$ cat config.mk
export PLATFORM = sky130hd
export DESIGN_NAME = key_event_sched
export DESIGN_NICKNAME = d
export VERILOG_FILES = /design/src/rtl/key_event_sched.sv
export SDC_FILE = /design/constraint.sdc
export NUM_CORES = 1
export LEC_CHECK = 0
export BUFFER_PORTS_ARGS = -buffer_cell sky130_fd_sc_hd__buf_4
export CAP_MARGIN = 15
export CORE_MARGIN = 3
export CORE_UTILIZATION = 59
export CTS_BUF_LIST = sky130_fd_sc_hd__clkbuf_8
export CTS_CLUSTER_SIZE = 25
export DETAILED_ROUTE_END_ITERATION = 10
export GPL_TIMING_DRIVEN = 0
export PLACE_DENSITY = 0.79
export SLEW_MARGIN = 20
export SYNTH_ARGS = -nofsm -noshare
export SYNTH_HDL_FRONTEND = slang
export SYNTH_SLANG_ARGS = --single-unit
$ cat constraint.sdc
create_clock -name clk_i -period 5.3 [get_ports clk_i]
set_input_delay 0.53 -clock clk_i [delete_from_list [all_inputs] [get_ports clk_i]]
set_output_delay 0.53 -clock clk_i [all_outputs]
set_load 0.01 [all_outputs]
$ cat src/rtl/key_event_sched.sv
// Key event scheduler: press-edge detection, typematic auto-repeat and round-robin
// arbitration of pending keys into a single ready / read-request event stream.
module key_event_sched #(
    parameter int                 KEY_CNT     = 24,
    parameter int                 TICK_DIV    = 25000,
    parameter int                 REPEAT_DLY  = 300,
    parameter int                 REPEAT_PER  = 80,
    parameter logic [KEY_CNT-1:0] REPEAT_MASK = {KEY_CNT{1'b1}},
    localparam int                KEY_W       = $clog2(KEY_CNT)
) (
    input  logic               clk_i,
    input  logic               rst_i,
    input  logic [KEY_CNT-1:0] key_i,
    input  logic               event_rd_req_i,
    output logic [KEY_W-1:0]   event_code_o,
    output logic               event_ready_o
);

    localparam int PRE_W   = (TICK_DIV > 1) ? $clog2(TICK_DIV) : 1;
    localparam int CNT_MAX = (REPEAT_DLY > REPEAT_PER) ? REPEAT_DLY : REPEAT_PER;
    localparam int CNT_W   = (CNT_MAX > 1) ? $clog2(CNT_MAX) : 1;

    localparam logic [PRE_W-1:0] PRE_LAST = PRE_W'(TICK_DIV - 1);
    localparam logic [CNT_W-1:0] DLY_LAST = CNT_W'(REPEAT_DLY - 1);
    localparam logic [CNT_W-1:0] PER_LAST = CNT_W'(REPEAT_PER - 1);
    localparam logic [KEY_W-1:0] KEY_LAST = KEY_W'(KEY_CNT - 1);

    typedef enum logic [1:0] {
        IDLE,
        DELAY,
        REPEAT
    } rep_state_t;

    logic [KEY_CNT-1:0] key_d;
    logic [KEY_CNT-1:0] pend;
    logic [KEY_CNT-1:0] pend_d;
    logic [KEY_CNT-1:0] press;
    logic [KEY_CNT-1:0] rep_press;
    logic [KEY_CNT-1:0] clr_vec;
    logic [KEY_CNT-1:0] fire_vec;
    logic [KEY_W-1:0]   rr_ptr;
    logic [PRE_W-1:0]   pre;
    logic               tick;
    logic               slot_free;
    logic               load;
    logic               grant_vld;
    logic [KEY_W-1:0]   grant_idx;
    logic               rep_vld;
    logic [KEY_W-1:0]   rep_idx;

    rep_state_t         state_q, state_d;
    logic [KEY_W-1:0]   trk_q, trk_d;
    logic [CNT_W-1:0]   cnt_q, cnt_d;
    logic               fire;

    // Key index reached by stepping `off` places forward from `base`, wrapping at KEY_CNT.
    function automatic logic [KEY_W-1:0] rot(input logic [KEY_W-1:0] base, input int off);
        int sum;
        sum = int'(base) + off;
        if (sum >= KEY_CNT) sum = sum - KEY_CNT;
        return KEY_W'(sum);
    endfunction

    assign press     = key_i & ~key_d;
    assign rep_press = press & REPEAT_MASK;
    assign tick      = (pre == PRE_LAST);
    assign slot_free = ~event_ready_o | event_rd_req_i;
    assign load      = slot_free & grant_vld;
    assign clr_vec   = load ? (KEY_CNT'(1) << grant_idx) : '0;
    assign fire_vec  = fire ? (KEY_CNT'(1) << trk_q) : '0;
    // A set arriving in the same cycle as the grant clear wins, so the key stays pending.
    assign pend_d    = (pend & ~clr_vec) | press | fire_vec;

    // Scanning from the far end lets the closest pending key after rr_ptr be the last writer.
    always_comb begin
        // NOTE: every output of a combinational block gets a default first, so no path leaves
        // it unassigned and no latch is inferred.
        grant_vld = 1'b0;
        grant_idx = '0;
        for (int i = KEY_CNT - 1; i >= 0; i--) begin
            if (pend[rot(rr_ptr, i)]) begin
                grant_vld = 1'b1;
                grant_idx = rot(rr_ptr, i);
            end
        end
    end

    always_comb begin
        rep_vld = |rep_press;
        rep_idx = '0;
        for (int i = KEY_CNT - 1; i >= 0; i--) begin
            if (rep_press[i]) rep_idx = KEY_W'(i);
        end
    end

    // Repeat FSM next state: a fresh press retargets; otherwise release beats a due fire.
    always_comb begin
        state_d = state_q;
        trk_d   = trk_q;
        cnt_d   = cnt_q;
        fire    = 1'b0;
        if (rep_vld) begin
            state_d = DELAY;
            trk_d   = rep_idx;
            cnt_d   = '0;
        end else if (state_q != IDLE) begin
            if (!key_i[trk_q]) begin
                state_d = IDLE;
            end else if (tick) begin
                if (cnt_q == ((state_q == DELAY) ? DLY_LAST : PER_LAST)) begin
                    fire    = 1'b1;
                    cnt_d   = '0;
                    state_d = REPEAT;
                end else begin
                    cnt_d = cnt_q + 1'b1;
                end
            end
        end
    end

    always_ff @(posedge clk_i) begin
        if (rst_i) begin
            state_q <= IDLE;
            trk_q   <= '0;
            cnt_q   <= '0;
        end else begin
            // NOTE: clocked state uses non-blocking assignments so every register samples
            // pre-edge values and the order of statements cannot change the result.
            state_q <= state_d;
            trk_q   <= trk_d;
            cnt_q   <= cnt_d;
        end
    end

    // All-ones key history hides keys already held when reset is released.
    always_ff @(posedge clk_i) begin
        if (rst_i) begin
            key_d         <= '1;
            pend          <= '0;
            rr_ptr        <= '0;
            pre           <= '0;
            event_ready_o <= 1'b0;
            event_code_o  <= '0;
        end else begin
            key_d <= key_i;
            pend  <= pend_d;
            pre   <= tick ? '0 : pre + 1'b1;
            if (slot_free) begin
                event_ready_o <= grant_vld;
                if (grant_vld) begin
                    event_code_o <= grant_idx;
                    rr_ptr       <= (grant_idx == KEY_LAST) ? '0 : grant_idx + 1'b1;
                end
            end
        end
    end

endmodule

# Yosys cells after proc, flatten, opt, wreduce, memory -nomap -nowiden
# Index checks and enable logic that the tools add are counted.
totals:
  regBits: 90
  input_bits: 27
  elab_cells: 298
  output_inout_bits: 6
classes:
  addsub: 50
  reduce_logical: 9
  muxes: 161
  n_bitwise: 9
  n_shift: 2
  eq_ne: 8
  magnitude_cmp: 49
ops:
  columns: ["op", "count"]
  rows:
  - ["$mux 5", 73]
  - ["$lt 5x6->1 const B", 25]
  - ["$ge 6x5->1 const B", 23]
  - ["$bmux 1 s5", 25]
  - ["$sub 5x5->5 const B", 24]
  - ["$mux 1", 56]
  - ["$add 5x4->6 const B", 8]
  - ["$add 5x5->6 const B", 8]
  - ["$and 24x24->24", 2]
  - ["$mux 24", 2]
  - ["$not 24->24", 2]
  - ["$or 24x24->24", 2]
  - ["$shl 1x5->24 const A", 2]
  - ["$reduce_or 25->1", 1]
  - ["$add 5x3->6 const B", 4]
  - ["$reduce_or 24->1", 1]
  - ["$mux 9", 2]
  - ["$add 15x1->15 const B", 1]
  - ["$eq 15x15->1 const B", 1]
  - ["$add 5x2->6 const B", 2]
  - ["$add 9x1->9 const B", 1]
  - ["$eq 9x9->1", 1]
  - ["$reduce_and 3->1", 3]
  - ["$add 5x1->6 const B", 1]
  - ["15 further kinds", 18]

# Logic depth before layout (Yosys ltp)
# Gate-level depths: netlist of run 1.
depth:
  depth_word: 35
  ltp_mapped: 25
  ltp_nobuf: 21

# Worst setup path after synthesis of run 1
# OpenSTA, ideal clock, no wires.
synth_timing:
  path_type: "flip-flop to flip-flop"
  start: "register rr_ptr[2]"
  end: "register rr_ptr[2]"
  arrival_time_ns: 4.971
  setup_time_ns: 0.115
  path_stages_with_launch: 24
  setup_slack_ns: 0.214
  cell_sequence: "dfxtp_1 buf_4 buf_4 buf_2 inv_1 ha_1 a21boi_0 xnor2_1 inv_1 ha_1 and3b_1 nor4_1 a21oi_1 and3_1 or2_4 and2_4 o211a_1 o211a_1 a311o_1 o21ai_2 inv_1 ha_1 nor2_1 a2111oi_0"
synth_via:
  elab_chain_len: 31
synth_lines:
  columns: ["element", "line_no", "source"]
  rows:
  - ["start: declaration", "41", "logic [KEY_W-1:0] rr_ptr;"]
  - ["start signal: assignment", "152", "rr_ptr <= (grant_idx == KEY_LAST) ? '0 : grant_idx + 1'b1;"]
  - ["$add 5x5->6", "59", "sum = int'(base) + off;"]
  - ["$sub 5x5->5 / $ge 6x5->1 (equally long branches)", "60", "if (sum >= KEY_CNT) sum = sum - KEY_CNT;"]
  - ["$mux 5", "60", null]
  - ["$bmux 1 s5", "81", "if (pend[rot(rr_ptr, i)]) begin"]
  - ["$mux 1 (not written as such)", "81", null]
  - ["$mux 5 (24 in a row)", "81", null]
  - ["$add 5x1->5 / $eq 5x5->1 (equally long branches)", "152", null]
  - ["$mux 5", "152", null]
# Several ways; a longest one is shown, not always the timed one. The select of a mux whose other input is x is not followed.
# A chain may end at the register's enable or synchronous reset.

# Worst setup path in the final report of run 1
layout_timing:
  start: "register rr_ptr[1]"
  end: "register rr_ptr[3]"
# Same word-level chain as after synthesis.

==> results.yml, run 1 <==
sta:
  fin_crit_ps: 5300
  fin_skew_ps: 18.0
  worstMarginPinSlew_ps: 1050
  slew_viol_final: 0
  relSlewSlack_pct: 29.7
  setup-violations-final: 0
  finalCritPeriodShare_pct: 99.9
  final-hold-violation-count: 0
  max_freq_mhz: 189
  setup_slack_ps: 4.19
synth:
  synthMuxAreaShare_pct: 14.3
  synth_warnings: 0
  synthFlopType: "dfxtp_1"
  synth_largest_area_cell: "dfxtp_1"
  avgSynthCellArea_um2: 7.84
  synthesis.area_um2: 10100
  synth_top_family_by_area: "compound AO/OA/AOI/OAI gates"
  synth_cell_types: 105
  synthSimpleGateAreaFrac_pct: 26.4
  synth_xor_area_share_pct: 4.31
  synth_nets: 1342
  yosysSeqAreaShare_pct: 17.8
  synth.top_cell.area_share_pct: 17.8
  synth_compound_area_share_pct: 28.4
  ys_async_sr_fraction_pct: 0
  synth_edf_count: 0
  synth_area_leaders: "dfxtp_1 (18%), mux4_2 (6.2%), a21oi_1 (5.2%)"
  synth_common_cells: "a21oi_1 (104), nor2_1 (97), dfxtp_1 (90)"
  synth-seq-cells: 90
  synth_cells: 1289
  synth.most_common_cell: "a21oi_1"
  synth-adder-area-share_pct: 3.22
routing:
  drt_iter0_drc: 1828
  drtPass1Iterations: 7
  wirelength_um: 39600
  wire_per_inst_um: 24.8
  vias: 11600
  final_antenna_net_count: 0
  drc: 0
  vias_per_cell: 7.27
worst_hold_path:
  hp-class: "in -> reg"
global_routing:
  antenna_found_initial: 0
  first_global_vias: 10300
  use_met2_pct: 59.1
  grt_pass1_wl_um: 59200
  use_met1_pct: 56.3
  met3_usage_pct: 11.0
  top_usage_layer: "met2"
  track_usage_pct: 41.2
  grt_max_degree: 19
  overflow: 0
power:
  power.total_w: 0.00891
  p_per_area_nw_per_um2: 755
  peakVddDrop_mv: 0.730
  leakagePower_nw: 4.43
finish:
  post-route-cell-area_um2: 11800
  finalNetCount: 1423
  syn_to_final_growth_pct: 16.7
  diodes: 0
  layout-drive-gt1-share_pct: 24.7
  fillers: 1388
worst_setup_path:
  critical_path_class: "reg -> reg"
  worstPathCellList: "buf_8 > buf_12 > clkinvlp_4 > ha_1 > clkbuf_4 > mux4_2 > mux2_2 > a211oi_4 > a2111oi_4 > buf_4 > nor2_4 > buf_4 > nand4_1 > nor4_1 > a211oi_2 > a21o_1 > or3_1 > buf_2 > or3_1 > a31oi_2"
  cp-start-kind: "flop"
  arrival_ps: 5580
  critPathCaptureType: "flop"
  cp_slowest_cell: "mux4_2"
  cp.required_ps: 5580
  slowest_delay_ps: 550
  crit_fanout: 10
clock_network:
  clock_path_buffers: 2
  hold_buffers: 0
  cts.sinks: 90
  cts_tree: "done"
  cts_buffers: 9
  cts.reportedPaths.clkPinSlew_ps: 100
  htree_levels: 3
  cts_root_buffer: "clkbuf_8"
  clk_latency_ps: 370
floorplanning:
  die_area_um2: 18700
  rows: 47
  dieWidth_um: 137
  io_pins: 33
  initial_utilization_pct: 60.5
  core_um2: 16700
  die_y_um: 137
run:
  drv_cap: 0
placed_design:
  port_buffers: 32
  place_worst_setup_slack_ps: -1170
  dp_hpwl_um: 30400
  placed_area_um2: 10600
  gp_congestion: 1.03
run_status:
  status: "completed"
power by group:
part           total, W  switching (W)  internal, W  leakage [nW]
clock network  0.000542       0.000271     0.000271         0.114
registers      0.000826      0.0000804     0.000746         0.741
logic           0.00754        0.00471      0.00283          3.57
final cells by class:
type / instances / area (um^2) / share of cell area [%]
multi-input combinational: 1081 / 8260 / 70.0
sequential: 90 / 1810 / 15.4
timing repair buffer: 76 / 583 / 4.95
buffer: 71 / 470 / 3.99
tap: 220 / 275 / 2.33
inverter: 41 / 169 / 1.43
clock buffer: 9 / 124 / 1.05
clock inverter: 7 / 100 / 0.849
metal layers:
metal  share of wire (%)  wire [um]  up-vias
met3                  13       5240      200
met4                 6.6       2600        0
met1                  39      15600     5463
met2                  41      16200      852
met5                   0          0        -
li1                    -          -     5080
per-stage QoR:
| step | utilization (%) | hold WS (ps) | setup TNS, ps | instances |
|---|---|---|---|---|
| final | 70.6 | 355 | 0 | 1595 |
| after global routing | 70.6 | 349 | -161 | 1595 |
| after CTS | 67.5 | 340 | -64.3 | 1572 |
| after detailed placement | 63.6 | 463 | -28990 | 1541 |
| after global placement | 63.6 | 459 | -29630 | 1541 |
| after floorplan | - | 453 | 0 | 1289 |
path summary, 6_finish.rpt:
| check | endpoint | depth (start not counted) | start | slack, ps |
|---|---|---|---|---|
| max | rr_ptr[3] | 20 | rr_ptr[1] | 4 |
| min | key_d[19] | 2 | key_i[19] | 350 |
| max reg2reg | rr_ptr[3] | 20 | rr_ptr[1] | 4 |
| min reg2reg | event_code_o[4] | 2 | event_code_o[4] | 480 |
flip-flops by register name, summed over array words and instances, names as in the netlist:
register       cells
event_ready_o      1
trk_q              5
pre               15
cnt_q              9
rr_ptr             5
key_d             24
pend              24
event_code_o       5
state_q            2
timing repair:
item	CTS	global route
buffers inserted	16	28
resized for setup	71	74
setup endpoints to repair	35	33
cloned	0	0
endpoints found under the hold margin	0	0
pin swaps	10	21
cells in the final DEF (no fill, tap or decap), drive strengths merged, types with 30 or more instances in the layout:
master and count:
inv 41, mux2 30, mux2i 48, xnor2 35, or2 38, nand3 48, a31oi 31, buf 121
nor2 97, nor3 30, nand2 88, dfxtp 90, a21oi 108, nor2b 36, or3 30, o21ai 57
clkbuf 35
critical path, delay by kind of cell (launching register included):
kind,cells,cell delay (ps)
compound gates,5,1010
fa+ha+maj,1,330
buf+inv,7,1240
flops,1,420
mux,2,910
simple gates,5,1250
cells by family (layout without fill, tap and decap cells):
group,count (synthesis),count (layout)
adders and majority gates,26,26
and+or+nand+nor,498,498
AOI/OAI and AO/OA,406,406
DFF,90,90
buffers and inverters,118,204
muxes,106,106
xor gates and xnor gates,45,45
Power figures use the tool's default switching activity.
==> run 2: changes to the inputs <==
CAP_MARGIN = 5   (was 15)
CORE_MARGIN = not set   (was 3)
CORE_UTILIZATION = 51   (was 59)
PLACE_DENSITY = 0.7   (was 0.79)
==> results.yml, run 2 (synthesis gave the netlist of run 1 again) <==
sta:
  fin_crit_ps: 5290
  relSlewSlack_pct: 40.1
  fin_skew_ps: 11.0
  finalCritPeriodShare_pct: 99.8
  slew_viol_final: 0
  setup-violations-final: 0
  max_freq_mhz: 189
  setup_slack_ps: 10.8
  worstMarginPinSlew_ps: 898
  final-hold-violation-count: 0
  worst_hold_slack_ps: 341
routing:
  drc: 0
  final_antenna_net_count: 0
  wire_per_inst_um: 23.9
  wirelength_um: 39500
  drtPass1Iterations: 8
  vias_per_cell: 6.95
  vias: 11500
  drt_iter0_drc: 1394
power:
  p_per_area_nw_per_um2: 756
  power.total_w: 0.00919
  peakVddDrop_mv: 0.757
  leakagePower_nw: 4.53
worst_setup_path:
  critPathCaptureType: "flop"
  crit_fanout: 12
  cp-start-kind: "flop"
  cp.required_ps: 5600
  critical_path_class: "reg -> reg"
  reg2reg_to: "rr_ptr[3]"
  rrSetupSlack_ps: 10
  rr_worst_depth: 18
  arrival_ps: 5590
  reg2reg_from: "rr_ptr[2]"
global_routing:
  overflow: 0
  grt_pass1_wl_um: 58800
  first_global_vias: 10300
  track_usage_pct: 38.2
  antenna_found_initial: 0
  grt_max_degree: 17
finish:
  diodes: 0
  syn_to_final_growth_pct: 20.4
  layout_commonest_cell: "a21oi_1"
  finalNetCount: 1436
  final_cell_mix: "a21oi_1 (99), nor2_1 (94), buf_4 (88), dfxtp_1 (87), nand2_1 (86)"
  fin_cells: 1653
  post-route-util_pct: 62.5
  top_regs: "key_d: 24 flops, pend: 24 flops, pre: 15 flops"
  layout-drive-gt1-share_pct: 26.8
floorplanning:
  core_um2: 19500
  dieWidth_um: 143
  rows: 51
  die_y_um: 143
  io_pins: 33
  die_area_um2: 20400
  initial_utilization_pct: 51.9
worst_hold_path:
  hp-class: "in -> reg"
  holdPathStages: 2
  hp-start: "key_i[19]"
  min_to: "key_d[19]"
run_status:
  status: "completed"
placed_design:
  place_worst_setup_slack_ps: -1290
  port_buffers: 32
  gp_congestion: 1.10
  dp_hpwl_um: 29800
  dp_cells: 1586
clock_network:
  cts_tree: "done"
  cts_buffers: 9
  clock_path_buffers: 2
  htree_levels: 3
  cts.reportedPaths.clkPinSlew_ps: 100
  cts.sinks: 90
  cts_root_buffer: "clkbuf_8"
  clk_latency_ps: 380
run:
  drv_cap: 0
-- run 2: per-stage QoR --
step,setup TNS (ps),instance area [um^2]
2_1_floorplan,0,10100
3_3_place_gp,-31490,10700
3_5_place_dp,-32120,10700
4_1_cts,-12.0,11500
5_1_grt,-323,12200
6_report,0,12200
-- run 2: cell type report --
cell class | instances | area (um^2)
Tap cell | 265 | 332
Inverter | 41 | 174
Clock buffer | 10 | 138
Buffer | 74 | 508
Sequential cell | 90 | 1810
Timing Repair Buffer | 86 | 678
Multi-Input combinational cell | 1081 | 8450
Clock inverter | 6 | 72.6
Fill cell | 1722 | 7300
-- run 2: what timing repair did --
| item | in CTS | in global routing |
|---|---|---|
| gates resized for setup | 86 | 93 |
| setup buffers | 21 | 33 |
| hold buffers | 0 | 0 |
| pin swaps | 7 | 29 |
| endpoints found under the setup margin | 35 | 33 |
-- run 2: worst max-delay path, cell delays in order (launching register included) --
cell,delay (ps)
dfxtp_4,410
buf_12,160
buf_12,140
clkinvlp_4,260
ha_4,400
buf_6,130
mux4_2,520
mux2_4,340
a2111oi_4,470
a211oi_4,90
a31oi_4,220
a211oi_2,110
a211o_1,310
o211ai_1,290
a32oi_2,210
or3_1,400
buf_4,180
or3_4,350
a31oi_4,210
-- run 2: how the worst max path moves through the flow --
stage | startpoint | end | slack [ps] | depth (start not counted)
6_report | rr_ptr[2] | rr_ptr[3] | 10 | 18
2_1_floorplan | rr_ptr[2] | rr_ptr[2] | 210 | 23
4_1_cts | rr_ptr[2] | rr_ptr[3] | -6 | 19
3_5_place_dp | rr_ptr[2] | rr_ptr[2] | -1290 | 23
5_1_grt | rr_ptr[2] | pend[23] | -100 | 23
3_3_place_gp | rr_ptr[2] | rr_ptr[2] | -1230 | 22
-- run 2: power breakdown --
group | switching (W) | internal [W] | leakage [nW]
clock network | 0.000270 | 0.000238 | 0.109
registers | 0.0000810 | 0.000746 | 0.741
logic | 0.00483 | 0.00302 | 3.68
-- run 2: routing by layer --
metal / GRT usage, % / wire length, um / vias up
li1: - / - / 5107
met5: 0 / 0 / -
met1: 50.3 / 15900 / 5380
met2: 55.7 / 16600 / 812
met3: 10.4 / 4710 / 184
met4: 22.0 / 2380 / 0
